==> config.mk <==
export PLATFORM = sky130hd
export DESIGN_NAME = stmt_sched
export DESIGN_NICKNAME = d
export VERILOG_FILES = /design/src/rtl/stmt_sched.sv
export SDC_FILE = /design/constraint.sdc
export NUM_CORES = 1
export LEC_CHECK = 0
export CAP_MARGIN = 20
export CORE_MARGIN = 3
export CORE_UTILIZATION = 49
export DETAILED_ROUTE_END_ITERATION = 8
export PLACE_DENSITY_LB_ADDON = 0.15
export SKIP_LAST_GASP = 1
export SLEW_MARGIN = 10
export SYNTH_ARGS = -nofsm -noshare
export SYNTH_HDL_FRONTEND = slang
export SYNTH_SLANG_ARGS = --single-unit
export TNS_END_PERCENT = 5
==> constraint.sdc <==
create_clock -name clk -period 3.95 [get_ports clk]
set_input_delay 0.79 -clock clk [delete_from_list [all_inputs] [get_ports clk]]
set_output_delay 0.79 -clock clk [all_outputs]
set_load 0.01 [all_outputs]
==> src/rtl/stmt_sched.sv <==
// Two-requester scheduler for a shared int-declaration checker.
// One requester at a time owns the checker. It streams characters until ';',
// a stall timeout or the length limit. The owner then gets a one-cycle result.
module stmt_sched #(
  parameter int TIMEOUT = 16,
  parameter int MAX_LEN = 64
) (
  input  logic        clk,
  input  logic        reset,
  input  logic [1:0]  req_valid,
  input  logic [15:0] req_data,
  output logic [1:0]  req_ready,
  output logic [1:0]  grant,
  output logic        chk_en,
  output logic [7:0]  chk_char,
  output logic        chk_clr,
  input  logic        chk_out,
  output logic [1:0]  res_valid,
  output logic        res_ok,
  output logic        res_abort,
  output logic        busy
);

  localparam int SW = $clog2(TIMEOUT + 1);
  localparam int LW = $clog2(MAX_LEN + 1);
  localparam logic [SW-1:0] STALL_LIM = SW'(TIMEOUT);
  localparam logic [LW-1:0] LEN_LIM   = LW'(MAX_LEN);
  localparam logic [7:0]    SEMI      = 8'h3B;

  typedef enum logic [1:0] {IDLE, STREAM, WAIT_RES, ABORT} state_t;

  state_t        state_q, state_d;
  logic [1:0]    grant_q, grant_d;
  logic          ptr_q, ptr_d;
  logic [SW-1:0] stall_q, stall_d;
  logic [LW-1:0] len_q, len_d;

  logic [7:0]    lane_sel [2];
  logic [7:0]    lane_char;
  logic [1:0]    pick;
  logic          xfer;
  logic          abort_clr;

  // The grant is one-hot, so OR-ing the masked lanes selects the owner's character.
  for (genvar gi = 0; gi < 2; gi++) begin : g_lane
    assign lane_sel[gi] = grant_q[gi] ? req_data[8*gi +: 8] : 8'h00;
  end
  assign lane_char = lane_sel[0] | lane_sel[1];

  // A character moves only while streaming and only on the owner's lane.
  assign xfer = (state_q == STREAM) && (|(req_valid & grant_q));

  // Round-robin choice: the pointer breaks ties, and a lone requester always wins.
  always_comb begin
    pick = req_valid;
    if (req_valid == 2'b11) begin
      pick = ptr_q ? 2'b10 : 2'b01;
    end
  end

  // Next-state logic and the outputs of the FSM.
  always_comb begin
    state_d   = state_q;
    grant_d   = grant_q;
    ptr_d     = ptr_q;
    stall_d   = stall_q;
    len_d     = len_q;
    req_ready = 2'b00;
    res_valid = 2'b00;
    res_ok    = 1'b0;
    res_abort = 1'b0;
    abort_clr = 1'b0;
    case (state_q)
      IDLE: begin
        stall_d = '0;
        len_d   = '0;
        if (|req_valid) begin
          grant_d = pick;
          state_d = STREAM;
        end
      end
      STREAM: begin
        req_ready = grant_q;
        if (xfer) begin
          stall_d = '0;
          len_d   = (len_q == LEN_LIM) ? len_q : len_q + LW'(1);
          if (lane_char == SEMI) begin
            len_d   = '0;
            state_d = WAIT_RES;
          end else if (len_q == LEN_LIM - LW'(1)) begin
            // The MAX_LEN-th character was forwarded without ending the statement.
            state_d = ABORT;
          end
        end else begin
          stall_d = (stall_q == STALL_LIM) ? stall_q : stall_q + SW'(1);
          if (stall_q == STALL_LIM - SW'(1)) begin
            state_d = ABORT;
          end
        end
      end
      WAIT_RES: begin
        res_valid = grant_q;
        res_ok    = chk_out;
        grant_d   = 2'b00;
        ptr_d     = ~grant_q[1];
        stall_d   = '0;
        len_d     = '0;
        state_d   = IDLE;
      end
      ABORT: begin
        abort_clr = 1'b1;
        res_valid = grant_q;
        res_abort = 1'b1;
        grant_d   = 2'b00;
        ptr_d     = ~grant_q[1];
        stall_d   = '0;
        len_d     = '0;
        state_d   = IDLE;
      end
      default: begin
        state_d = IDLE;
        grant_d = 2'b00;
      end
    endcase
  end

  // State register. An asynchronous reset drops any statement in flight.
  always_ff @(posedge clk or negedge reset) begin
    if (!reset) begin
      state_q <= IDLE;
      grant_q <= 2'b00;
      ptr_q   <= 1'b0;
      stall_q <= '0;
      len_q   <= '0;
    end else begin
      state_q <= state_d;
      grant_q <= grant_d;
      ptr_q   <= ptr_d;
      stall_q <= stall_d;
      len_q   <= len_d;
    end
  end

  assign grant    = grant_q;
  assign chk_en   = xfer;
  assign chk_char = lane_char;
  // The checker also restarts while this block is held in reset.
  assign chk_clr  = abort_clr | ~reset;
  assign busy     = (state_q != IDLE);

endmodule

# Yosys cells after proc, flatten, opt, wreduce, memory -nomap -nowiden
# Cells that the tools add are included.
[totals] reg_bits=17 input_bits=21 word_cells=61
[op_classes] reduce_logical=11 addsub=2 bitwise_logic=5 eq_ne=15 muxes=23
[ops] op="two-way mux 7 bit" count=3
[ops] op="two-way mux 2 bit" count=10
[ops] op="two-way mux 8 bit" count=2
[ops] op="one-hot mux 7 bit (2 select lines)" count=1
[ops] op="two-way mux 5 bit" count=2
[ops] op="one-hot mux 5 bit (2 select lines)" count=1
[ops] op="== test 8 x 6 -> 1 bit (second input constant)" count=1
[ops] op="bitwise OR 8 bit" count=1
[ops] op="adder 7 x 1 -> 7 bit (second input constant)" count=1
[ops] op="== test 7 x 6 -> 1 bit (second input constant)" count=1
[ops] op="== test 7 bit (second input constant)" count=1
[ops] op="== test 2 bit (second input constant)" count=3
[ops] op="inequality test 3 x 2 -> 1 bit (second input constant)" count=2
[ops] op="one-hot mux 2 bit (3 select lines)" count=1
[ops] op="OR reduction 2 bit" count=3
[ops] op="adder 5 x 1 -> 5 bit (second input constant)" count=1
[ops] op="== test 5 x 4 -> 1 bit (second input constant)" count=1
[ops] op="== test 5 bit (second input constant)" count=1
[ops] op="inequality test 2 bit (second input constant)" count=2
[ops] op="inequality test 4 x 2 -> 1 bit (second input constant)" count=1
[ops] op="one-hot mux 2 bit (2 select lines)" count=1
[ops] op="AND reduction 2 bit" count=2
[ops] op="nonzero test 2 bit" count=2
[ops] op="inequality test 3 bit (second input constant)" count=1
[ops] op="9 further kinds" count=11

# Longest topological paths before layout
# Gate-level depths: netlist of the first run.
[logic_depth] word_depth=6 mapped_depth=6

# Least setup slack after synthesis of the first run
# OpenSTA, ideal clock, no wires.
[synth_path] path_kind="input-to-output" from="input req_valid[1]" to="output chk_en" stages=2 arrival_time_ns=1.247 required_time_ns=3.160 slack_ns=1.913 path_buffers=0 cell_sequence="a22oi_1 -> nor2_1"
[synth_between] elab_chain_len=3
[synth_rtl] element="start: declaration" line_no="10" text="input logic [1:0] req_valid,"
[synth_rtl] element="AND 2 bit" line_no="51" text="assign xfer = (state_q == STREAM) && (|(req_valid & grant_q));"
[synth_rtl] element="OR reduction 2 bit" line_no="51"
[synth_rtl] element="logical AND 1 bit" line_no="51"
[synth_rtl] element="end: declaration" line_no="14" text="output logic chk_en,"
# Every way passes these cells.

# Worst setup path in the final report of the first run
# Ends and elaborated chain as after synthesis.

==> load_flow_metrics.sql, run 1 <==
INSERT INTO impl_metrics (metric_group, metric, value, unit) VALUES
('finish', 'area_delta_synth_final', '32.6', '%'),
('clock_network', 'cts.path.max_buffers', '2', ''),
('run', 'maxCapViolCount', '0', ''),
('finish', 'finalCoreUtilization', '0.718', ''),
('die', 'pin_count', '40', ''),
('yosys', 'yosysWarnings', '0', ''),
('finish', 'antenna_cells', '0', ''),
('min_path', 'worstHoldPathType', 'reg2reg', ''),
('routing', 'postRouteAntennaNets', '0', ''),
('yosys', 'synth_sequential_area_ratio', '0.339', ''),
('yosys', 'synth.area.top_cells', 'sky130_fd_sc_hd__dfrtp_1, sky130_fd_sc_hd__a22o_1, sky130_fd_sc_hd__ha_1, sky130_fd_sc_hd__nor2_1, sky130_fd_sc_hd__nand3_1', ''),
('timing', 'worstMarginPinSlew', '712', 'ps'),
('die', 'die_h', '56.6', 'microns'),
('routing', 'route.final.wire_length', '3130', 'microns'),
('timing', 'final_max_slew_viol_count', '0', ''),
('clock_network', 'clkSlewWorstSetupHoldPaths', '90', 'ps'),
('critical_path', 'worst_setup_path_startpoint', 'req_valid[1]', ''),
('yosys', 'yosys.cell_count.top_type', 'sky130_fd_sc_hd__dfrtp_1', ''),
('yosys', 'synthArstFlopShare', '1.00', ''),
('timing', 'finalCritPeriodShare', '0.775', ''),
('yosys', 'synthTopCellsByCount', 'sky130_fd_sc_hd__dfrtp_1, sky130_fd_sc_hd__nor2_1, sky130_fd_sc_hd__nand2_1', ''),
('power_and_ir_drop', 'power.density_cell_area', '666', 'nW/um^2'),
('routing', 'route.detailed.vias_per_inst', '5.95', ''),
('yosys', 'yosys.area.top_type_share', '0.339', ''),
('global_routing', 'initial_antenna_violation_count', '0', ''),
('critical_path', 'critical_path_peak_fanout', '5', ''),
('yosys', 'synth_seq_cells', '17', ''),
('finish', 'layout.filler_cells', '188', ''),
('yosys', 'syn_inst', '143', ''),
('yosys', 'netlist_area', '1250', 'sq um'),
('global_routing', 'gr-total-overflow', '0', ''),
('yosys', 'synth_top_area_cell', 'sky130_fd_sc_hd__dfrtp_1', ''),
('timing', 'fmax', '326', 'MHz'),
('die', 'floorplan.initialDensity', '0.541', ''),
('power_and_ir_drop', 'leakage', '0.687', 'nW'),
('clock_network', 'htree_levels', '1', ''),
('power_and_ir_drop', 'worst_ir_drop_vdd', '0.505', 'mV'),
('clock_network', 'clock-root-buffer', 'sky130_fd_sc_hd__clkbuf_4', ''),
('critical_path', 'worstSetupPathType', 'in2out', ''),
('timing', 'setup_viol_count_final', '0', ''),
('place', 'gp_congestion', '0.835', ''),
('yosys', 'synthesis.nets', '169', ''),
('clock_network', 'cts_resized', '0', ''),
('die', 'num_rows', '17', ''),
('critical_path', 'r2r-start', 'grant[1]', ''),
('timing', 'final.setup_skew', '0.482', 'ps'),
('routing', 'vias', '1244', ''),
('timing', 'rsz0062_at_grt', 'no', ''),
('timing', 'totalNegativeSetupSlack', '0', 'ps'),
('yosys', 'synth_enable_flop_cells', '0', ''),
('status', 'outcome', 'completed', ''),
('timing', 'finalHoldViolCount', '0', ''),
('timing', 'final.min_clock_period', '3060', 'ps'),
('place', 'numPortBuffers', '39', ''),
('finish', 'footprint_of_the_multi_input_gates', '741', 'sq um'),
('critical_path', 'worst_r2r_endpoint', 'len_q[2]', ''),
('clock_network', 'post_cts_hold_buffer_count', '0', ''),
('global_routing', 'first_pass_grt_wire_length', '5380', 'microns'),
('finish', 'regArea', '425', 'sq um'),
('critical_path', 'crit_required', '3160', 'ps'),
('timing', 'timing.max_slew.rel_slack', '0.525', ''),
('routing', 'drt-wirelength-per-cell', '15.0', 'microns'),
('die', 'floorplan_core_area', '2320', 'sq um'),
('die', 'fp.dieW', '56.6', 'microns'),
('die', 'dieArea', '3200', 'sq um'),
('critical_path', 'setup.worst_path.start_class', 'input port', ''),
('routing', 'detail_route.first_pass.iterations', '6', ''),
('global_routing', 'grt_max_degree', '20', ''),
('critical_path', 'crit_path_end', 'chk_en', ''),
('clock_network', 'tritoncts', 'done', ''),
('routing', 'drc', '0', '');
==> sequential cells by signal (all words and copies together), names as in the netlist <==
| register | flops |
|---|---|
| grant | 2 |
| ptr_q | 1 |
| len_q | 7 |
| stall_q | 5 |
| state_q | 2 |
==> power breakdown <==
part,internal [W],switching (W),leakage [nW]
clock network,0.0000378,0.0000550,0.0177
logic,0.000345,0.000328,0.461
registers,0.000234,0.000109,0.208
==> final cells by class <==
cell class / count / share of cell area
sequential: 17 / 0.256
clock buffer: 3 / 0.0135
clock inverter: 1 / 0.00301
inverter: 10 / 0.0226
timing repair buffer: 40 / 0.239
tap: 28 / 0.0211
multi-input combinational: 110 / 0.445
==> per-layer routing <==
layer | vias up | global-route usage | wire (microns)
li1 | 602 | - | -
met1 | 585 | 0.264 | 1400
met2 | 50 | 0.337 | 1430
met3 | 7 | 0.0506 | 233
met4 | 0 | 0.105 | 63
met5 | - | 0 | 0
==> metrics by stage <==
step	instances	setup slack [ps]	hold slack, ps	cell area (sq um)
2_1_floorplan	143	1910	485	1250
3_3_place_gp	205	918	513	1640
3_5_place_dp	205	887	530	1640
4_1_cts	209	883	552	1660
5_1_grt	209	782	595	1660
6_report	209	887	558	1660
==> critical path, cell delays in order <==
cell	delay, ps
sky130_fd_sc_hd__clkdlybuf4s50_1	480
sky130_fd_sc_hd__a22oi_1	430
sky130_fd_sc_hd__nor2_1	70
sky130_fd_sc_hd__clkdlybuf4s50_1	500
==> placed cells by master (no fill, tap or decap), types with 2 or more instances in the layout <==
master	n
sky130_fd_sc_hd__a21oi_1	4
sky130_fd_sc_hd__a22o_1	9
sky130_fd_sc_hd__a22o_2	2
sky130_fd_sc_hd__a22oi_1	3
sky130_fd_sc_hd__and2_1	4
sky130_fd_sc_hd__and3_1	3
sky130_fd_sc_hd__and3_2	2
sky130_fd_sc_hd__clkbuf_4	3
sky130_fd_sc_hd__clkdlybuf4s50_1	39
sky130_fd_sc_hd__dfrtp_1	17
sky130_fd_sc_hd__ha_1	5
sky130_fd_sc_hd__inv_1	10
sky130_fd_sc_hd__mux2i_1	4
sky130_fd_sc_hd__nand2_1	11
sky130_fd_sc_hd__nand2b_1	3
sky130_fd_sc_hd__nand3_1	9
sky130_fd_sc_hd__nor2_1	14
sky130_fd_sc_hd__nor3_1	6
sky130_fd_sc_hd__o2111ai_1	2
sky130_fd_sc_hd__o211ai_1	4
sky130_fd_sc_hd__o21ai_0	6
sky130_fd_sc_hd__o31ai_1	2
sky130_fd_sc_hd__or2_2	2
sky130_fd_sc_hd__xnor2_1	2
==> how the worst min path moves through the flow <==
stage	startpoint	end	cells past startpoint
floorplan	reset	grant[0]	0
global placement	len_q[6]	len_q[6]	2
detailed placement	len_q[6]	len_q[6]	2
CTS	len_q[6]	len_q[6]	2
global route	len_q[6]	len_q[6]	2
finish	len_q[6]	len_q[6]	2
==> cells by family (layout without fill, tap and decap cells) <==
family                     Yosys count  after routing  synth area share
DFF                                 17             17             0.339
buffers and inverters               16             54            0.0708
muxes                                4              4            0.0319
xor gates and xnor gates             3              3            0.0209
and+or+nand+nor                     61             61             0.260
adders and majority gates            5              5            0.0499
AOI/OAI and AO/OA                   37             37             0.227
Note: power is estimated with default switching activity, not from simulation.
==> run 2: changes to the inputs <==
Settings changed: CORE_UTILIZATION 49 to 41.
Clock period 3.95 ns to 2.7 ns, I/O delays scaled along.
==> load_flow_metrics.sql, run 2 (synthesis gave the netlist of run 1 again) <==
INSERT INTO impl_metrics (metric_group, metric, value, unit) VALUES
('place', 'placed_cell_area', '1660', 'sq um'),
('power_and_ir_drop', 'clkPwrFrac', '0.081', ''),
('clock_network', 'cts_buffers', '3', ''),
('timing', 'finalCritPeriodShare', '0.910', ''),
('timing', 'timing.max_slew.rel_slack', '0.595', ''),
('place', 'hpwl', '2540', 'microns'),
('critical_path', 'timing.critical_path.cells', 'clkdlybuf4s50_1 -> a22oi_1 -> nor2_1 -> clkdlybuf4s50_1', ''),
('timing', 'final.setup_skew', '3.51', 'ps'),
('power_and_ir_drop', 'power_dissipated_by_switching_net_loads', '0.000734', 'W'),
('place', 'numPortBuffers', '39', ''),
('power_and_ir_drop', 'internal_power', '0.000933', 'W'),
('power_and_ir_drop', 'pwr-share-seq', '0.301', ''),
('clock_network', 'clkSlewWorstSetupHoldPaths', '100', 'ps'),
('critical_path', 'cpMaxStageDelayCell', 'sky130_fd_sc_hd__clkdlybuf4s50_1', ''),
('routing', 'detail_route.first_pass.iterations', '4', ''),
('routing', 'vias', '1265', ''),
('min_path', 'worstHoldPathType', 'reg2reg', ''),
('clock_network', 'post_cts_buffers', '0', ''),
('timing', 'final_max_slew_viol_count', '0', ''),
('die', 'floorplan.initialDensity', '0.444', ''),
('die', 'num_rows', '19', ''),
('critical_path', 'register_to_register_setup_slack', '790', 'ps'),
('clock_network', 'clock-root-buffer', 'sky130_fd_sc_hd__clkbuf_4', ''),
('finish', 'max_flop_register', 'len_q', ''),
('critical_path', 'cp_slowest_stage_delay', '560', 'ps'),
('place', 'gp_congestion', '0.831', ''),
('timing', 'final.min_clock_period', '2460', 'ps'),
('finish', 'final_layout_size_suffix_gt1_frac', '0.0978', ''),
('clock_network', 'post_cts_hold_buffer_count', '0', ''),
('global_routing', 'grt.total_usage', '0.188', ''),
('critical_path', 'arrival', '1920', 'ps'),
('clock_network', 'clk_latency', '290', 'ps'),
('finish', 'largest_reg_flops', '7', ''),
('clock_network', 'cts_resized', '0', ''),
('global_routing', 'first_pass_grt_wire_length', '5260', 'microns'),
('die', 'dieArea', '3760', 'sq um'),
('critical_path', 'worstSetupPathType', 'in2out', ''),
('timing', 'totalNegativeSetupSlack', '0', 'ps'),
('finish', 'final_design_area_no_fill', '1690', 'sq um'),
('global_routing', 'grt_pass1_vias', '1261', ''),
('timing', 'rsz0062_at_grt', 'no', ''),
('die', 'die_h', '61.3', 'microns'),
('finish', 'largest_registers', 'len_q x7, stall_q x5', ''),
('routing', 'route.detailed.vias_per_inst', '5.88', ''),
('finish', 'finalCoreUtilization', '0.597', ''),
('global_routing', 'gr-total-overflow', '0', ''),
('power_and_ir_drop', 'proportion_of_total_power_due_to_net_switching', '0.440', ''),
('die', 'pin_count', '40', ''),
('routing', 'drt_first_iter_violations', '86', ''),
('finish', 'final_common_cell', 'sky130_fd_sc_hd__clkdlybuf4s50_1', ''),
('die', 'floorplan_core_area', '2830', 'sq um'),
('global_routing', 'grt_max_degree', '20', ''),
('finish', 'layout.cells.most_common_list', 'sky130_fd_sc_hd__clkdlybuf4s50_1, sky130_fd_sc_hd__dfrtp_1, sky130_fd_sc_hd__nor2_1', ''),
('clock_network', 'numClockSinks', '17', ''),
('timing', 'fmax', '407', 'MHz'),
('power_and_ir_drop', 'leakage', '0.698', 'nW'),
('finish', 'net_count_of_the_finished_layout', '211', ''),
('critical_path', 'critical-path-top-cell-by-count', 'sky130_fd_sc_hd__clkdlybuf4s50_1', ''),
('power_and_ir_drop', 'power.density_cell_area', '987', 'nW/um^2'),
('status', 'outcome', 'completed', ''),
('routing', 'postRouteAntennaNets', '0', ''),
('power_and_ir_drop', 'worst_ir_drop_vdd', '0.439', 'mV'),
('timing', 'worstMarginPinSlew', '603', 'ps'),
('place', 'placed_cells', '211', ''),
('finish', 'area_delta_synth_final', '34.6', '%'),
('finish', 'antenna_cells', '0', ''),
('run', 'maxCapViolCount', '0', ''),
('power_and_ir_drop', 'p_comb_frac', '0.617', ''),
('critical_path', 'endpoint_kind', 'output port', ''),
('timing', 'finalHoldViolCount', '0', ''),
('routing', 'drc', '0', ''),
('clock_network', 'cts.path.max_buffers', '2', ''),
('critical_path', 'setup.worst_path.start_class', 'input port', ''),
('finish', 'stdcell_count', '215', ''),
('die', 'fp.dieW', '61.3', 'microns'),
('clock_network', 'tritoncts', 'done', ''),
('routing', 'route.final.wire_length', '3320', 'microns'),
('global_routing', 'initial_antenna_violation_count', '0', ''),
('critical_path', 'critical_path_peak_fanout', '5', ''),
('timing', 'setup_viol_count_final', '0', ''),
('routing', 'drt-wirelength-per-cell', '15.4', 'microns'),
('critical_path', 'crit_required', '2160', 'ps'),
('clock_network', 'htree_levels', '1', '');
-- run 2: per-layer routing --
layer  part of all wire  track usage  vias up
li1                   -            -      608
met1               0.43        0.207      593
met2               0.48        0.338       59
met3              0.082       0.0419        5
met4              0.013       0.0898        0
met5                  0            0        -
-- run 2: through the flow --
step | total power, W | hold slack, ps | setup slack, ps
2_1_floorplan | 0.00113 | 244 | 933
3_3_place_gp | 0.00149 | 522 | 266
3_5_place_dp | 0.00154 | 537 | 237
4_1_cts | 0.00167 | 557 | 229
5_1_grt | 0.00181 | 596 | 156
6_report | 0.00167 | 562 | 242
-- run 2: critical path: cells and delay by family --
kind                   cells  cell delay [ps]
and+or+nand+nor            1              130
AOI/OAI and AO/OA          1              140
buffers and inverters      2             1110
-- run 2: layout make-up --
class	instances	area [sq um]
inverter	10	37.5
timing repair buffer	43	420
multi-input combinational	110	741
fill	246	1140
clock buffer	4	26.3
sequential	17	425
tap	31	38.8
-- run 2: final timing paths --
path | from | to | depth (start not counted)
max | req_valid[1] | chk_en | 4
min | len_q[6] | len_q[6] | 2
max reg2reg | grant[0] | len_q[2] | 5
min reg2reg | len_q[6] | len_q[6] | 2
max in group asynchronous | reset | stall_q[2] | 2
min in group asynchronous | reset | len_q[5] | 2
-- run 2: power by group through the flow --
stage	Clock [W]	Sequential [W]	Combinational [W]
6_report	0.000135	0.000503	0.00103
5_1_grt	0.000156	0.000526	0.00113
4_1_cts	0.000139	0.000501	0.00103
3_5_place_dp	0	0.000507	0.00103
3_3_place_gp	0	0.000497	0.000993
2_1_floorplan	0	0.000422	0.000711
==> run 3: changes to the inputs <==
Settings changed: ABC_CLOCK_PERIOD_IN_PS set to 2700, CAP_MARGIN 20 to not set.
==> results of run 3 <==
Same layout as run 2: the final DEF is identical, and so are final timing and power.
